**config.mk**
```make
export PLATFORM = sky130hd
export DESIGN_NAME = sys_gpio_debounce
export DESIGN_NICKNAME = d
export VERILOG_FILES = /design/src/rtl/sys_gpio_debounce.sv
export SDC_FILE = /design/constraint.sdc
export NUM_CORES = 1
export LEC_CHECK = 0
export BUFFER_PORTS_ARGS = -buffer_cell sky130_fd_sc_hd__buf_2
export CORE_MARGIN = 1.5
export CORE_UTILIZATION = 35
export DETAILED_ROUTE_END_ITERATION = 6
export GPL_TIMING_DRIVEN = 0
export HOLD_SLACK_MARGIN = 0.15
export PLACE_DENSITY_LB_ADDON = 0.25
export SLEW_MARGIN = 25
export SYNTH_ARGS = -nofsm -noshare
export SYNTH_HDL_FRONTEND = slang
export SYNTH_SLANG_ARGS = --single-unit
```
**constraint.sdc**
```tcl
create_clock -name clk -period 3.2 [get_ports clk]
set_input_delay 0.16 -clock clk [delete_from_list [all_inputs] [get_ports clk]]
set_output_delay 0.16 -clock clk [all_outputs]
set_load 0.02 [all_outputs]
```
**src/rtl/sys_gpio_debounce.sv**
```systemverilog
// sys_gpio_debounce: per-bit synchroniser + stability filter ahead of a GPIO PIO.
// Ports: clk, reset_n (async low), raw_in -> filt_out, Avalon slave
// (address, chipselect, write_n, writedata, readdata). Optional mask: GPIO_DB_BYPASS_EN.
module sys_gpio_debounce #(
  parameter int WIDTH        = 32,
  parameter int CNT_W        = 4,
  parameter int PRESCALE_RST = 999,
  parameter int THRESH_RST   = 8
) (
  input  logic             clk,
  input  logic             reset_n,
  input  logic [WIDTH-1:0] raw_in,
  output logic [WIDTH-1:0] filt_out,
  input  logic [1:0]       address,
  input  logic             chipselect,
  input  logic             write_n,
  input  logic [31:0]      writedata,
  output logic [31:0]      readdata
);

  logic [WIDTH-1:0]            s1_q, s1_d;
  logic [WIDTH-1:0]            s2_q, s2_d;
  logic [WIDTH-1:0]            filt_q, filt_d;
  logic [WIDTH-1:0][CNT_W-1:0] cnt_q, cnt_d;
  logic [15:0]                 pre_cnt_q, pre_cnt_d;
  logic [15:0]                 prescale_q, prescale_d;
  logic [CNT_W-1:0]            thresh_q, thresh_d;
  logic [31:0]                 readdata_q, readdata_d;
  logic [WIDTH-1:0]            byp;
  logic                        wr;
  logic                        tick;
  logic [CNT_W:0]              thr_eff;
  logic [CNT_W:0]              cnt_inc;
  logic [31:0]                 filt_rd;
  logic [31:0]                 byp_rd;

  assign wr = chipselect && !write_n;

`ifdef GPIO_DB_BYPASS_EN
  logic [WIDTH-1:0] bypass_q, bypass_d;

  always_comb begin
    bypass_d = bypass_q;
    if (wr && address == 2'd3)
      bypass_d = writedata[WIDTH-1:0];
  end

  always_ff @(posedge clk or negedge reset_n) begin
    if (!reset_n) bypass_q <= '0;
    else          bypass_q <= bypass_d;
  end

  assign byp = bypass_q;
`else
  assign byp = '0;
`endif

  always_comb begin
    s1_d = raw_in;
    s2_d = s1_q;

    tick      = (pre_cnt_q == prescale_q);
    pre_cnt_d = tick ? 16'd0 : pre_cnt_q + 16'd1;
    if (wr && address == 2'd1)
      pre_cnt_d = 16'd0;

    prescale_d = prescale_q;
    if (wr && address == 2'd1)
      prescale_d = writedata[15:0];

    thresh_d = thresh_q;
    if (wr && address == 2'd2)
      thresh_d = writedata[CNT_W-1:0];

    // A zero threshold still needs one tick of agreement.
    thr_eff = (thresh_q == '0) ? {{CNT_W{1'b0}}, 1'b1}
                               : {1'b0, thresh_q};

    filt_d  = filt_q;
    cnt_d   = cnt_q;
    cnt_inc = '0;
    for (int i = 0; i < WIDTH; i++) begin
      // Extra bit keeps the compare exact if threshold drops under cnt.
      cnt_inc = {1'b0, cnt_q[i]} + {{CNT_W{1'b0}}, 1'b1};
      if (byp[i]) begin
        filt_d[i] = s2_q[i];
        cnt_d[i]  = '0;
      end else if (s2_q[i] == filt_q[i]) begin
        cnt_d[i] = '0;
      end else if (tick && cnt_inc >= thr_eff) begin
        filt_d[i] = s2_q[i];
        cnt_d[i]  = '0;
      end else if (tick) begin
        cnt_d[i] = cnt_inc[CNT_W-1:0];
      end
    end

    filt_rd = '0;
    filt_rd[WIDTH-1:0] = filt_q;
    byp_rd = '0;
    byp_rd[WIDTH-1:0] = byp;

    readdata_d = '0;
    unique case (address)
      2'd0: readdata_d = filt_rd;
      2'd1: readdata_d = {16'd0, prescale_q};
      2'd2: readdata_d = {{(32-CNT_W){1'b0}}, thresh_q};
      2'd3: readdata_d = byp_rd;
      default: readdata_d = '0;
    endcase
  end

  always_ff @(posedge clk or negedge reset_n) begin
    if (!reset_n) begin
      s1_q       <= '0;
      s2_q       <= '0;
      filt_q     <= '0;
      cnt_q      <= '0;
      pre_cnt_q  <= '0;
      prescale_q <= 16'(PRESCALE_RST);
      thresh_q   <= CNT_W'(THRESH_RST);
      readdata_q <= '0;
    end else begin
      s1_q       <= s1_d;
      s2_q       <= s2_d;
      filt_q     <= filt_d;
      cnt_q      <= cnt_d;
      pre_cnt_q  <= pre_cnt_d;
      prescale_q <= prescale_d;
      thresh_q   <= thresh_d;
      readdata_q <= readdata_d;
    end
  end

  assign filt_out = filt_q;
  assign readdata = readdata_q;

endmodule

```
* Word level (Yosys, flattened, before mapping)
Cells that the tools add are included.
** Storage, ports and cells
- Register bits after elaboration :: 292
- Logic and storage cells :: 405
- Input port bits :: 70
** Operators by class
- $lt $le $gt $ge :: 32
- Multiplexer cells :: 100
- Bitwise logic cells :: 32
- Add/subtract/negate cells :: 33
- Equality and inequality tests :: 36
- Reductions and logical operators :: 102
** Operators with widths (count)
- $mux W4 :: 97
- $add A4 B1 Y5 const B :: 32
- $ge A5 B4 Y1 :: 32
- $pmux W32 S4 :: 1
- $reduce_bool A3 Y1 :: 32
- $reduce_and A2 Y1 :: 32
- $logic_and A1 B1 Y1 :: 35
- $eq A1 B1 Y1 :: 32
- $mux W16 :: 2
- $not A1 Y1 :: 32
- $add A16 B1 Y16 const B :: 1
- $eq A16 B16 Y1 :: 1
- $eq A2 B2 Y1 const B :: 2
- $logic_not A4 Y1 :: 1
- $eq A2 B1 Y1 const B :: 1
- $logic_not A2 Y1 :: 1
- $logic_not A1 Y1 :: 1

* Longest topological paths before layout
Gate-level depths: netlist of run 1.
- Depth in word-level cells :: 6
- Depth in mapped cells :: 10

* Least setup slack after synthesis of run 1
No wires, ideal clock.
- Kind :: register -> register
- From :: reg thresh_q[1]
- To :: reg cnt_q[42] (netlist name)
- Arrival time :: 3.140 ns
- Period minus slack after synthesis :: 3.222 ns
- Setup slack :: -0.022 ns
- Data required time :: 3.118 ns
- Cell stages (with the launch flop) :: 9
- Setup time :: 0.082 ns
- Path buffers :: 0
- Path through :: dfrtp_1 inv_1 a31o_2 ha_1 nand2b_1 a21oi_1 o221ai_1 or4b_2 a31oi_1
** Between the ends
- Cells in the longest elaborated chain, start to end :: 6
- Elaborated cells on any way between the ends :: 7
- Those cells by class :: order compare (1); mux (3); reduce/logical (3)
** Ends and longest elaborated chain
- start: declaration :: line 27 : logic [CNT_W-1:0] thresh_q, thresh_d;
- start signal: assignment :: line 121 : thresh_q <= CNT_W'(THRESH_RST);
- start signal: assignment :: line 130 : thresh_q <= thresh_d;
- $logic_not A4 Y1 :: line 76 : thr_eff = (thresh_q == '0) ? {{CNT_W{1'b0}}, 1'b1}
- $mux W4 * :: line 76
- $ge A5 B4 Y1 * :: line 90 : end else if (tick && cnt_inc >= thr_eff) begin
- $logic_and A1 B1 Y1 * :: line 90
- $mux W4 :: line 90
- $mux W4 :: line 88 : end else if (s2_q[i] == filt_q[i]) begin
- end signal: assignment :: line 127 : cnt_q <= cnt_d;
- end: declaration :: line 24 : logic [WIDTH-1:0][CNT_W-1:0] cnt_q, cnt_d;
Mark *: on every way between the ends. The rest lies on a longest branch, timed or not.
A chain may end at the register's enable or synchronous reset.

* Worst setup path in the final report of run 1
- From :: reg thresh_q[2]
- To :: reg filt_q[6], in the netlist filt_out[6]
** Between the ends
- Cells in the longest elaborated chain, start to end :: 5
** Ends and longest elaborated chain
- $logic_not A4 Y1 :: line 76
- $mux W4 * :: line 76
- $ge A5 B4 Y1 * :: line 90
- $logic_and A1 B1 Y1 * :: line 90
- $reduce_and A2 Y1 (no source line) *
- end signal: assignment :: line 126 : filt_q <= filt_d;
- end: declaration :: line 23 : logic [WIDTH-1:0] filt_q, filt_d;
Marks and branches as above.

==> results.cfg, run 1 <==
[grt]
grt_usage_pct = 18.1
antenna_found_initial = 0
grt_pass1_wl_mm = 67.9
grt_pass1_vias = 12700
grt_overflow = 0
grt_start_max_net_pins = 86

[clocking]
insertion_delay_ps = 550
cts_tree = yes
cts_root_buffer = clkbuf_16
clock_path_buffers = 3
cts_made_buffers = 36
clk_pin_slew_ps = 60
htree_levels = 2
cts_sinks = 292

[floorplan]
core_region_area_mm2 = 0.0453
die_area_mm2 = 0.0471
fp.dieW_um = 217
placement_rows = 78
io_pins = 134
initial_core_util_pct = 35.4
die_h_um = 217

[synthesis]
syn_area_per_cell_um2 = 10.5
synth_edf_count = 0
synth_cells = 1529
yosysSeqAreaShare_pct = 45.6
synth-seq-cells = 292
synthArstFlopShare_pct = 100
yosys-top-cells-area = dfrtp_1 44%, ha_1 10%, nand3_1 5.7%
synth_top_area_share_pct = 44.2
synth_warnings = 0
yosys_most_used_dff = dfrtp_1
synth_top_area_cell = dfrtp_1
synthTopCellsByCount = 283 x dfrtp_1, 182 x nand3_1, 130 x ha_1
netlist_area_mm2 = 0.0160
synth.distinct_cells = 55
post-synth-top-count-cell = dfrtp_1
synth_nets = 1729

[worst_setup_path]
crit_path_end = filt_out[6]
timing.rr.end = filt_out[6]
start_kind = flop
r2r_cells = 9
timing.rr.start = thresh_q[2]
startpoint = thresh_q[2]
critPathRequiredTime_ps = 3640
timing.reg2reg.setup_slack_ps = 150
crit_type = flop to flop
end_kind = flop
worstPathArrival_ps = 3490
path_max_fanout = 16

[finish]
nets = 1948
num_antenna_cells = 0
final_util_pct = 42.7
fill_cells = 4350
drive_gt1_share_pct = 17.9
regArea_mm2 = 0.00732
area_delta_synth_final_pct = 20.5
multi_input_area_mm2 = 0.00843

[drt]
vias = 12600
wirelength_mm = 42.5
drc = 0
drt-initial-drc-count = 725
ant_nets = 0
viasPerCell = 5.29
wl_per_cell_um = 17.9
first_pass_iters = 5

[pwr]
swShare_pct = 28.3
p_seq_share_pct = 42.1
power_frac_comb_pct = 14.7
switchingPower_mw = 2.72
p_leak_nw = 8.75
internal_power_mw = 6.87
p_clk_share_pct = 43.2
power_density_mw_per_mm2 = 496
peakVddDrop_mv = 0.381

[sta]
finalCriticalPeriod_ps = 3050
min_period_over_period_pct = 95.3
final_max_slew_viol_count = 0
finalWorstSetupSlack_ps = 149
rsz0062_at_grt = no
setup_viol = 0
max_freq_mhz = 328
hold_viol_final = 0
relSlewSlack_pct = 38.7
worst_slew_pin_slew_ps = 907
finClkSkew_ps = 27.2

[placed_design]
io_buffers = 115
place_ws_ps = -782
gp_congestion = 0.834
place_hpwl_mm = 28.3

[job]
max-cap-violations = 0

[outcome]
status = finished clean

[worst_hold_path]
holdCritPathClass = input pin to asynchronous set/reset pin
## how the worst min path moves through the flow
stage                     depth (start not counted)     endpoint  slack (ps)        from
after floorplan                                   0     cnt_q[0]        -140     reset_n
after CTS                                         3  thresh_q[0]         160  chipselect
after detailed placement                          1   cnt_q[110]         160     reset_n
after global placement                            1     s1_q[16]         270  raw_in[16]
final                                             2   cnt_q[110]         170     reset_n
after global routing                              3  thresh_q[0]         190  chipselect
## critical path, cell delays in order (launching register included)
cell        delay, ps
dfrtp_1           360
clkbuf_4          230
clkinvlp_4        170
a31o_2            650
ha_1              350
nand2b_1          140
a21oi_1           200
o221ai_1          190
o21ai_0           270
mux2_2            360
## power groups by stage
| stage | logic (mW) | clock network, mW | registers (mW) |
|---|---|---|---|
| floorplan | 0.800 | 0 | 4.07 |
| global placement | 1.24 | 0 | 4.09 |
| detailed placement | 1.31 | 0 | 4.09 |
| CTS | 1.39 | 4.28 | 4.03 |
| global route | 1.58 | 4.43 | 4.06 |
| finish | 1.41 | 4.14 | 4.04 |
## metrics by stage
| stage | total power [mW] | std cells | TNS [ps] | instance area [um2] | hold slack [ps] |
|---|---|---|---|---|---|
| global route | 10.1 | 2375 | 0 | 19300 | 192 |
| floorplan | 4.87 | 1529 | 0 | 16000 | -136 |
| finish | 9.59 | 2375 | 0 | 19300 | 166 |
| global placement | 5.33 | 2244 | -1264930 | 17400 | 268 |
| detailed placement | 5.40 | 2248 | -70420 | 17500 | 158 |
| CTS | 9.71 | 2374 | 0 | 19300 | 164 |
## per-layer routing
metal  part of all wire, %  wire (um)  global-route usage, %
met1                    45      19100                   23.8
met3                   5.4       2280                   3.19
met2                    46      19700                   29.7
met5                     0          0                      0
met4                   3.4       1450                   7.04
## cells by family (layout without fill, tap and decap cells)
group / count (synthesis) / after routing / synth area share [%]
DFF: 292 / 292 / 45.6
buffers and inverters: 66 / 311 / 1.90
xor gates and xnor gates: 130 / 130 / 7.10
adders and majority gates: 132 / 132 / 10.3
muxes: 65 / 65 / 4.44
and+or+nand+nor: 577 / 577 / 20.0
AOI/OAI and AO/OA: 267 / 268 / 10.6
## cell usage in the layout (no fill, tap or decap), drive strengths merged, types with 5 or more instances in the layout
master       count
a211o           11
a21oi           42
a31oi           44
and2            17
buf            152
clkbuf          57
clkinv           8
clkinvlp         6
dfrtp          283
dfstp            9
dlygate4sd3     59
ha             130
inv             27
mux2            49
mux2i           16
nand2           93
nand2b          73
nand3          182
nand3b          36
nand4           14
nand4b          10
nor2            65
nor2b           11
nor3            12
o2111ai          5
o211ai          19
o21ai          114
o221ai          20
or3             46
xnor2           75
xor2            55
## timing repair
action / 4_1_cts / 5_1_grt
cloned: 1 / 1
resized for setup: 2 / 1
pin swaps: 1 / 1
setup endpoints to repair: 160 / 8
setup buffers: 2 / 0
endpoints found under the hold margin: 186 / 0
hold buffers: 59 / 0
## sequential cells by signal, summed over array words and instances, names as in the netlist
name and flops:
prescale_q 16, s2_q 32, s1_q 32, cnt_q 128
pre_cnt_q 16, thresh_q 4, filt_out 32, readdata 32
## layout make-up
cell class	count	share of cell area, %
multi-input cells	1172	43.6
plain buffers	38	1.05
inverters	27	0.564
repair buffers	180	6.70
repair inverters	1	0.0389
clock inverters	15	0.725
well taps	600	3.89
flip-flops and latches	292	37.9
clock buffers	50	5.51
(Power assumes the default switching activity.)
==> inputs of run 2 (changes only) <==
clock period = 3.8 ns   (was 3.2 ns; I/O delays follow)
==> run 2 against run 1 <==
Setup slack improved by 100 ps. Maximum frequency is 14% lower. Global-route usage fell by 0.13 points. Final cell count up 0.13%. Sequential share of layout area shrank 0.15 points. Via count decreased by 0.29%. Sequential power decreased by 16%. Critical path type unchanged. Clock skew down 5.8 ps. Hold slack better by 30 ps. Critical endpoint unchanged. Clock power is 14% lower. Die area did not move. First-iteration DRC count rose by 22%.
==> results.cfg, run 2 (synthesis results as in run 1) <==
[placed_design]
gp_congestion = 0.831
place_hpwl_mm = 27.8
io_buffers = 115
dpl_cell_area_mm2 = 0.0175
place_ws_ps = -192

[worst_setup_path]
path_max_fanout = 16
r2r_cells = 9
worstPathArrival_ps = 3980
timing.rr.end = filt_out[6]
critical_path.cell_chain = buf_2 -> inv_1 -> a31o_2 -> ha_1 -> nand2b_1 -> a21oi_1 -> o221ai_1 -> o21ai_0 -> mux2_2
critPathRequiredTime_ps = 4240
end_kind = flop
crit_family = compound AO/OA/AOI/OAI gates
crit_path_top_delay_cell = a31o_2
critPathMaxStageDelay_ps = 730
timing.reg2reg.setup_slack_ps = 250
start_kind = flop
crit_buf_inv = 2
timing.rr.start = thresh_q[2]
crit_type = flop to flop

[floorplan]
fp.dieW_um = 217
placement_rows = 78
initial_core_util_pct = 35.4
die_h_um = 217
die_area_mm2 = 0.0471
io_pins = 134
core_region_area_mm2 = 0.0453

[grt]
grt_overflow = 0
grt_pass1_vias = 12500
grt_start_max_net_pins = 83
antenna_found_initial = 0
grt_pass1_wl_mm = 67.4
grt_usage_pct = 18.0

[clocking]
cts_setup_buffers = 0
cts_sinks = 292
cts_made_buffers = 37
clk_pin_slew_ps = 60
insertion_delay_ps = 550
clock_path_buffers = 3
cts_root_buffer = clkbuf_16
htree_levels = 2
cts_tree = yes

[sta]
worst_slew_pin_slew_ps = 863
finalWorstSetupSlack_ps = 254
setup_viol = 0
final_max_slew_viol_count = 0
rsz0062_at_grt = no
tns_ps = 0
hold_viol_final = 0
max_freq_mhz = 282
finalCriticalPeriod_ps = 3550
finClkSkew_ps = 21.4
min_period_over_period_pct = 93.3
relSlewSlack_pct = 42.5

[pwr]
p_leak_nw = 8.78
power_density_mw_per_mm2 = 419
peakVddDrop_mv = 0.297

[finish]
drive_gt1_share_pct = 17.6
area_delta_synth_final_pct = 20.9
fill_cells = 4309
final_common_cell = dfrtp_1
multi_input_area_mm2 = 0.00844
largest_reg_flops = 128
design_area_mm2 = 0.0194
layout_common_cells = 283 x dfrtp_1, 182 x nand3_1, 139 x buf_2
nets = 1950
regArea_mm2 = 0.00732
regMostFlops = cnt_q

[outcome]
status = finished clean

[job]
max-cap-violations = 0

[drt]
ant_nets = 0
wl_per_cell_um = 17.5
viasPerCell = 5.27
wirelength_mm = 41.7
first_pass_iters = 5
vias = 12500
drc = 0
drt-initial-drc-count = 886

[worst_hold_path]
holdCritPathClass = input pin to asynchronous set/reset pin
[run 2: layout make-up]
type / count / share of cell area (%)
clock buffers: 52 / 5.43
inverters: 27 / 0.523
clock inverters: 14 / 0.890
diodes: 1 / 0.0129
flip-flops and latches: 292 / 37.7
multi-input cells: 1172 / 43.5
well taps: 600 / 3.87
plain buffers: 38 / 1.03
repair buffers: 182 / 6.99
[run 2: worst max-delay path by stage]
stage,to,start,slack (ps),cells after the start
floorplan,cnt_q[42],thresh_q[1],580,8
global placement,pre_cnt_q[7],reset_n,-3290,1
detailed placement,cnt_q[90],thresh_q[2],-190,10
CTS,cnt_q[118],thresh_q[2],200,9
global route,filt_out[11],thresh_q[2],100,9
finish,filt_out[6],thresh_q[2],250,9
[run 2: per-stage QoR]
stage / instances / power, mW / util, % / hold slack, ps
2_1_floorplan: 1529 / 4.10 / - / -106
3_3_place_gp: 2244 / 4.48 / 38.3 / 299
3_5_place_dp: 2250 / 4.56 / 38.7 / 102
4_1_cts: 2377 / 8.25 / 42.8 / 189
5_1_grt: 2377 / 8.52 / 42.8 / 224
6_report: 2378 / 8.13 / 42.8 / 196
[run 2: worst reg2reg max path, delay by kind of cell (launching register included)]
family                     cells  cell delay [ps]
AOI/OAI and AO/OA              4             1370
buffers and inverters          2              860
DFF                            1              360
muxes                          1              360
adders and majority gates      1              350
and+or+nand+nor                1              140
[run 2: repair_timing]
| action | CTS | global route |
|---|---|---|
| resized for setup | 0 | 0 |
| hold buffers | 61 | 0 |
| setup endpoints to repair | 15 | 0 |
| endpoints found under the hold margin | 159 | 0 |
[run 2: layer usage]
metal | part of all wire (%) | GRT usage (%) | vias up
met5 | 0 | 0 | -
met4 | 1.9 | 4.84 | 0
met3 | 4.5 | 2.67 | 60
met2 | 47 | 30.2 | 250
met1 | 46 | 24.2 | 6201
li1 | - | - | 6026
[run 2: power breakdown]
group / leakage [nW] / switching (mW) / internal (mW)
logic: 4.33 / 0.740 / 0.435
clock network: 0.596 / 1.41 / 2.15
registers: 3.86 / 0.133 / 3.26
==> inputs of run 3 (changes only) <==
ABC_CLOCK_PERIOD_IN_PS = 4100   (was not set)
CTS_CLUSTER_SIZE = 16   (was not set)
clock period = 4.1 ns   (was 3.8 ns; I/O delays follow)
==> run 3 against run 2 <==
Count of clock-buffer cells in the layout is the same. Maximum frequency shrank 8.3%. Setup slack lost 19 ps. Highest routed layer unchanged.
==> results.cfg, run 3 (synthesis results as in run 1) <==
[worst_setup_path]
end_kind = flop
critPathRequiredTime_ps = 4530
critical_path.cell_chain = buf_2 -> inv_1 -> buf_1 -> a31o_2 -> ha_1 -> nand2b_1 -> a21oi_1 -> o221ai_1 -> o21ai_0 -> mux2_2
start_kind = flop
path_max_fanout = 16
crit_path_top_delay_cell = a31o_2
crit_buf_inv = 3
critPathMaxStageDelay_ps = 740
crit_family = compound AO/OA/AOI/OAI gates
crit_type = flop to flop
worstPathArrival_ps = 4290

[placed_design]
dpl.cell_count = 2250
gp_congestion = 0.831
io_buffers = 115
place_hpwl_mm = 27.8
place_ws_ps = 108

[sta]
hold_slack_ps = 209
setup_viol = 0
tns_ps = 0
rsz0062_at_grt = no
final_max_slew_viol_count = 0
max_freq_mhz = 259
min_period_over_period_pct = 94.3
hold_viol_final = 0
finalWorstSetupSlack_ps = 235
finalCriticalPeriod_ps = 3870
relSlewSlack_pct = 41.0
worst_slew_pin_slew_ps = 885
finClkSkew_ps = 20.5

[finish]
multi_input_area_mm2 = 0.00844
regMostFlops = cnt_q
final_common_cell = dfrtp_1
layout_common_cells = 283 x dfrtp_1, 182 x nand3_1, 139 x buf_2
largest_reg_flops = 128
drive_gt1_share_pct = 17.6
regArea_mm2 = 0.00732
num_antenna_cells = 0
area_delta_synth_final_pct = 20.9
fill_cells = 4311
instances_no_fill = 2378
nets = 1951

[grt]
grt_pass1_vias = 12500
grt_start_max_net_pins = 83
grt_overflow = 0
antenna_found_initial = 0
grt_usage_pct = 17.8
grt_pass1_wl_mm = 66.9

[pwr]
power_density_mw_per_mm2 = 389
finalPower_mw = 7.54
peakVddDrop_mv = 0.276
p_leak_nw = 8.79

[drt]
viasPerCell = 5.25
ant_nets = 0
vias = 12500
wl_per_cell_um = 17.5
drc = 0
first_pass_iters = 5
wirelength_mm = 41.7
drt-initial-drc-count = 846

[clocking]
cts_sinks = 292
cts_made_buffers = 37
htree_levels = 2
insertion_delay_ps = 550
cts_root_buffer = clkbuf_16
clock_path_buffers = 3
clk_pin_slew_ps = 60
cts_tree = yes

[floorplan]
fp.dieW_um = 217
placement_rows = 78
initial_core_util_pct = 35.4
io_pins = 134
core_region_area_mm2 = 0.0453
die_area_mm2 = 0.0471
die_h_um = 217

[worst_hold_path]
holdCritPathClass = input pin to asynchronous set/reset pin

[job]
max-cap-violations = 0

[outcome]
status = finished clean
-- run 3: cell count changes in the layout (fill, tap and decap cells not counted), sizes merged --
cell | before | now
buf | 154 | 155
diode | 1 | 0
-- run 3: power by group --
part | internal [mW] | switching [mW] | leakage, nW | total (mW)
combinational | 0.404 | 0.688 | 4.33 | 1.09
clock | 1.99 | 1.31 | 0.596 | 3.30
sequential | 3.02 | 0.123 | 3.86 | 3.14
total | 5.41 | 2.12 | 8.79 | 7.54
-- run 3: layout make-up --
cell class                      count  area share, %
Clock inverter                     14          0.890
Tap cell                          600           3.87
Timing Repair Buffer              182           6.99
Multi-Input combinational cell   1172           43.5
Sequential cell                   292           37.7
Buffer                             39           1.05
Inverter                           27          0.523
Clock buffer                       52           5.43
-- run 3: worst min-delay path: cells and delay by family --
family	cells	cell delay, ps
buffers and inverters	3	910
-- run 3: path summary, 6_finish.rpt --
check	startpoint	end	slack (ps)	cells after the start
setup reg to reg	thresh_q[2]	filt_out[28]	230	10
setup / recovery	thresh_q[2]	filt_out[28]	230	10
min in group clk	raw_in[31]	s1_q[31]	290	2
hold / removal	reset_n	s2_q[27]	210	3
hold reg to reg	s1_q[24]	s2_q[24]	350	0
max in group asynchronous	reset_n	prescale_q[9]	2860	5
-- run 3: what timing repair did --
item                       in CTS  in global routing
setup endpoints to repair       0                  3
setup buffers                   0                  0
hold endpoints to repair      155                  0
resized for setup               0                  0
hold buffers                   61                  0
-- run 3: stage by stage --
step,area (um2),util (%)
after floorplan,16000,-
after global placement,17400,38.3
after detailed placement,17500,38.7
after CTS,19400,42.8
after global routing,19400,42.8
final,19400,42.8
-- run 3: layer usage --
layer	track usage, %	vias up	routed length, um
met5	0	-	0
met4	4.75	0	703
met3	2.70	51	1970
met2	29.9	264	19700
met1	23.9	6145	19300
li1	-	6027	-
